--- config.mk ---
export PLATFORM = sky130hd
export DESIGN_NAME = seq_shifter
export DESIGN_NICKNAME = d
export VERILOG_FILES = /design/src/rtl/seq_shifter.sv
export SDC_FILE = /design/constraint.sdc
export NUM_CORES = 1
export LEC_CHECK = 0
export BUFFER_PORTS_ARGS = -buffer_cell sky130_fd_sc_hd__buf_2
export CAP_MARGIN = 20
export CORE_UTILIZATION = 59
export DETAILED_ROUTE_END_ITERATION = 12
export PLACE_DENSITY_LB_ADDON = 0.15
export SLEW_MARGIN = 20
export SYNTH_ARGS = -nofsm -noshare
export SYNTH_HDL_FRONTEND = slang
export SYNTH_SLANG_ARGS = --single-unit
--- constraint.sdc ---
create_clock -name clk -period 4.75 [get_ports clk]
set_clock_uncertainty 0.15 [all_clocks]
set_input_delay 0.2375 -clock clk [delete_from_list [all_inputs] [get_ports clk]]
set_output_delay 0.2375 -clock clk [all_outputs]
set_load 0.02 [all_outputs]
--- src/rtl/seq_shifter.sv ---
// seq_shifter: multi-mode sequential shifter, one bit position per clock.
// A start pulse in IDLE captures the operand, mode and saturated amount.
// The result and carry appear together with a single-cycle done pulse.
//
// state | meaning
// ------+------------------------------------------------------------
// IDLE  | waiting for start; result registers hold the last result
// SHIFT | one 1-bit shift of the working register per cycle
// DONE  | single cycle, done = 1, dout/carry just updated; back to IDLE

module seq_shifter #(
    parameter int WIDTH = 16,
    parameter int SHW   = 4
) (
    input  logic             clk,
    input  logic             rst,
    input  logic             start,
    input  logic [1:0]       mode,
    input  logic [SHW-1:0]   amt,
    input  logic [WIDTH-1:0] din,
    output logic             busy,
    output logic             done,
    output logic [WIDTH-1:0] dout,
    output logic             carry
);

    typedef enum logic [1:0] {
        ST_IDLE  = 2'd0,
        ST_SHIFT = 2'd1,
        ST_DONE  = 2'd2
    } state_t;

    typedef enum logic [1:0] {
        MODE_LSR = 2'b00,
        MODE_ASR = 2'b01,
        MODE_LSL = 2'b10,
        MODE_ROR = 2'b11
    } mode_t;

    localparam logic [SHW-1:0] AMT_MAX = SHW'(WIDTH - 1);
    localparam logic [SHW-1:0] AMT_ONE = SHW'(1);
    localparam logic [SHW-1:0] AMT_ZERO = '0;

    state_t           state;
    state_t           state_nxt;
    mode_t            mode_q;
    logic [WIDTH-1:0] work;
    logic [SHW-1:0]   cnt;
    logic [SHW-1:0]   amt_sat;
    logic [WIDTH-1:0] step_val;
    logic             step_bit;
    logic             accept;
    logic             last_step;

    // Clamp the requested amount so a shift never exceeds WIDTH-1 positions.
    always_comb begin
        amt_sat = amt;
        if (amt > AMT_MAX) begin
            amt_sat = AMT_MAX;
        end
    end

    // One 1-bit step of the working register; step_bit is the bit leaving
    // (or wrapping) on this step and acts as the carry shadow.
    always_comb begin
        step_val = work;
        step_bit = 1'b0;
        case (mode_q)
            MODE_LSR: begin
                step_val = {1'b0, work[WIDTH-1:1]};
                step_bit = work[0];
            end
            MODE_ASR: begin
                step_val = {work[WIDTH-1], work[WIDTH-1:1]};
                step_bit = work[0];
            end
            MODE_LSL: begin
                step_val = {work[WIDTH-2:0], 1'b0};
                step_bit = work[WIDTH-1];
            end
            MODE_ROR: begin
                step_val = {work[0], work[WIDTH-1:1]};
                step_bit = work[0];
            end
            default: begin
                step_val = work;
                step_bit = 1'b0;
            end
        endcase
    end

    assign accept    = (state == ST_IDLE) && start;
    assign last_step = (state == ST_SHIFT) && (cnt == AMT_ONE);

    // State register.
    always_ff @(posedge clk or posedge rst) begin
        if (rst) begin
            state <= ST_IDLE;
        end else begin
            state <= state_nxt;
        end
    end

    // Next-state and handshake outputs.
    always_comb begin
        state_nxt = state;
        busy      = 1'b0;
        done      = 1'b0;
        case (state)
            ST_IDLE: begin
                if (start) begin
                    if (amt_sat == AMT_ZERO) begin
                        state_nxt = ST_DONE;
                    end else begin
                        state_nxt = ST_SHIFT;
                    end
                end
            end
            ST_SHIFT: begin
                busy = 1'b1;
                if (cnt == AMT_ONE) begin
                    state_nxt = ST_DONE;
                end
            end
            ST_DONE: begin
                busy      = 1'b1;
                done      = 1'b1;
                state_nxt = ST_IDLE;
            end
            default: begin
                state_nxt = ST_IDLE;
            end
        endcase
    end

    // Working register, mode and step counter: loaded on accept, stepped in SHIFT.
    always_ff @(posedge clk or posedge rst) begin
        if (rst) begin
            work   <= '0;
            mode_q <= MODE_LSR;
            cnt    <= '0;
        end else if (accept) begin
            work   <= din;
            mode_q <= mode_t'(mode);
            cnt    <= amt_sat;
        end else if (state == ST_SHIFT) begin
            work <= step_val;
            cnt  <= cnt - AMT_ONE;
        end
    end

    // Result registers change only on the edge that enters DONE, so they
    // never expose intermediate shift values.
    always_ff @(posedge clk or posedge rst) begin
        if (rst) begin
            dout  <= '0;
            carry <= 1'b0;
        end else if (accept && (amt_sat == AMT_ZERO)) begin
            dout  <= din;
            carry <= 1'b0;
        end else if (last_step) begin
            dout  <= step_val;
            carry <= step_bit;
        end
    end

endmodule
==> flow_metrics.env <==
export IMPL_crit_arrival_ns=2.53
export IMPL_ant_nets=0
export IMPL_die_area_sq_mm=0.00423
export IMPL_fill_cells=305
export IMPL_post_dp_hpwl_mm=3.36
export IMPL_power_frac_seq_pct=38.7
export IMPL_routabilityCongestion=0.863
export IMPL_antenna_cells=0
export IMPL_hold_path_class="in2reg"
export IMPL_post_cts_buffers=0
export IMPL_layout_drive_gt1_share_pct=20.8
export IMPL_grt_pass1_vias=1909
export IMPL_p_clk_share_pct=16.2
export IMPL_peakVddDrop_v=0.000333
export IMPL_cts_sinks=41
export IMPL_grt_use_met1_pct=41.0
export IMPL_vias_per_cell=6.28
export IMPL_yosysSeqAreaShare_pct=43.7
export IMPL_grt_max_degree=42
export IMPL_p_per_area_mw_per_mm2=675
export IMPL_combPwrFrac_pct=45.1
export IMPL_finalHoldViolCount=0
export IMPL_antenna_found_initial=0
export IMPL_cts_resized_gates=0
export IMPL_cpLargestDelayFamily="simple AND/OR/NAND/NOR gates"
export IMPL_core_sq_mm=0.00374
export IMPL_cp_cell_sequence="inv_1 -> ha_1 -> buf_4 -> nand4bb_1 -> a211oi_1 -> o2bb2ai_1"
export IMPL_fin_crit_ns=2.50
export IMPL_cpPeakStageDelay_ns=0.67
export IMPL_switching_share_pct=43.2
export IMPL_synth_nets=275
export IMPL_drt_total_wl_mm=5.47
export IMPL_netlist_cell_type_count=39
export IMPL_drt_pass1_iterations=4
export IMPL_pin_count=44
export IMPL_tightest_slew_ns=0.942
export IMPL_ys_seq_elements=41
export IMPL_start_util_pct=62.7
export IMPL_crit_path_end_kind="flop"
export IMPL_clk_latency_ns=0.30
export IMPL_worstPathMaxFanout=29
export IMPL_period_share_pct=52.6
export IMPL_slew_violations=0
export IMPL_slew_headroom_pct=37.1
export IMPL_drc=0
export IMPL_setup_viol=0
export IMPL_switchingPower_uw=781
export IMPL_syn_avg_cell_area_sq_um=9.58
export IMPL_cts_clk_slew_worst_paths_ns=0.08
export IMPL_clock_path_buffers=2
export IMPL_cts_tree="done"
export IMPL_pre_cts_slack_ns=2.29
export IMPL_fin_nets=308
export IMPL_overflow=0
export IMPL_drv_cap=0
export IMPL_cp_slowest_cell="nand4bb_1"
export IMPL_grt_use_total_pct=28.9
export IMPL_gr_usage_met3_pct=5.99
export IMPL_numPortBuffers=43
export IMPL_worstSetupPathType="reg2reg"
export IMPL_grt_pass1_wl_mm=9.25
export IMPL_fmaxAchievable_mhz=400
export IMPL_die_x_microns=65.1
export IMPL_syn_inst=245
export IMPL_cp_num_buf_inv=2
export IMPL_cts_buffers=5
export IMPL_cellLeakagePower_uw=0.00119
export IMPL_fin_tns_setup_ns=0
export IMPL_fp_row_count=22
export IMPL_dieHeight_microns=65.1
export IMPL_cp_start_kind="flop"
export IMPL_status="finished, final reports clean"
export IMPL_yosysWarnings=0
export IMPL_grt_busiest_layer="met2"
export IMPL_fin_ws_ns=2.25
export IMPL_synth_area_sq_mm=0.00235
export IMPL_dr_first_iter_drc_count=231
export IMPL_rsz0062_at_grt="no"
export IMPL_required_ns=4.78
export IMPL_ctsHtreeMaxLevel=2
export IMPL_vias=2054
export IMPL_met2_usage_pct=44.5
export IMPL_p_int_uw=1030
export IMPL_area_growth_pct=14.2
export IMPL_clockRootBuffer="clkbuf_8"
export IMPL_avgRoutedWirePerCell_microns=16.7
[per-layer routing]
metal  wire (microns)  up-vias
li1                 -      984
met1             2440      988
met2             2620       77
met3              350        5
met4               51        0
met5                0        -
[path summary, 6_finish.rpt]
| kind | start | end | slack (ns) | cells past startpoint |
|---|---|---|---|---|
| worst max-delay path | state[1] | dout[14] | 2.25 | 6 |
| worst min-delay path | din[9] | work[9] | 0.002 | 3 |
| worst max register to register | state[1] | dout[14] | 2.25 | 6 |
| worst min register to register | state[1] | state[1] | 0.40 | 1 |
| max in group asynchronous | rst | carry | 3.63 | 4 |
| min in group asynchronous | rst | dout[6] | 0.46 | 4 |
[cell families (layout without fill, tap and decap cells)]
| kind of cell | Yosys count | in the layout | share of synthesized area (%) |
|---|---|---|---|
| AOI/OAI and AO/OA | 89 | 89 | 27.6 |
| and+or+nand+nor | 76 | 76 | 18.2 |
| DFF | 41 | 41 | 43.7 |
| buffers and inverters | 29 | 63 | 5.81 |
| adders and majority gates | 5 | 5 | 2.67 |
| xor gates and xnor gates | 3 | 3 | 1.12 |
| muxes | 2 | 2 | 0.906 |
[cell usage after synthesis]
cell       instances  area, sq um
a211o_1            1         8.76
a211oi_1          30          225
a21boi_0           1         7.51
a21oi_1            1         5.00
a221oi_1           1         8.76
a31oi_1            3         18.8
and2_1             1         6.26
and3_1             1         6.26
and3b_1           14          123
and4bb_2           1         12.5
buf_1              1         3.75
buf_2              7         35.0
buf_6              1         11.3
buf_8              1         15.0
clkbuf_1          13         48.8
dfrtp_1           41         1030
ha_1               5         62.6
inv_1              6         22.5
mux2_2             1         11.3
mux2i_1            1         10.0
nand2_1           30          113
nand2b_1           1         6.26
nand3_1            2         10.0
nand4bb_1          1         11.3
nor2_1            16         60.1
nor2_8             1         20.0
nor2b_1            3         18.8
nor3_1             1         5.00
nor4_1             1         6.26
nor4b_1            1         8.76
o21ai_0            7         35.0
o22a_1             1         8.76
o22ai_1           15         93.8
o2bb2ai_1         15          131
o31ai_1           14          105
or3b_1             1         8.76
or4_4              1         11.3
xnor2_1            2         17.5
xor2_1             1         8.76
[worst min-delay path, cell delays in order]
cell and delay (ns):
buf_2 0.09, nand2_1 0.04, o31ai_1 0.05
[sequential cells by signal, summed over array words and instances (netlist names)]
register / count
mode_q: 2
cnt: 4
dout: 16
work: 16
state: 2
carry: 1
[timing repair]
action	CTS	global route
hold buffers	3	0
endpoints found under the hold margin	43	0
endpoints found under the setup margin	0	0
[per-stage QoR]
step | hold WS, ns | total power, uW | std cells | utilization (%) | instance area [sq um]
floorplan | 0.193 | 1290 | 245 | - | 2350
global placement | 0.245 | 1490 | 316 | 67.6 | 2530
detailed placement | 0.243 | 1510 | 316 | 67.6 | 2530
CTS | 0.000651 | 1810 | 327 | 71.5 | 2680
global route | 0.00280 | 1950 | 327 | 71.6 | 2680
finish | 0.00223 | 1810 | 327 | 71.6 | 2680
[layout make-up]
type | instances | area (sq um) | share of cell area (%)
multi-input cells | 175 | 1190 | 44.3
flip-flops and latches | 41 | 1030 | 38.3
repair buffers | 49 | 268 | 9.99
clock buffers | 7 | 86.3 | 3.22
well taps | 48 | 60.1 | 2.24
clock inverters | 1 | 30.0 | 1.12
inverters | 6 | 22.5 | 0.840
[cell usage in the layout, fill, tap and decap left out, drive strengths merged, types with 2 or more instances in the layout]
cell	count
a211oi	30
a31oi	3
and3b	14
buf	46
clkbuf	7
dfrtp	41
dlygate4sd3	3
ha	5
inv	6
nand2	30
nand3	2
nor2	17
nor2b	3
o21ai	7
o22ai	15
o2bb2ai	15
o31ai	14
xnor2	2
[power groups by stage]
stage | clock, uW | sequential [uW] | combinational [uW]
floorplan | 0 | 733 | 561
global placement | 0 | 694 | 793
detailed placement | 0 | 697 | 812
CTS | 296 | 695 | 818
global route | 309 | 727 | 911
finish | 293 | 700 | 816
(Power assumes the default switching activity.)
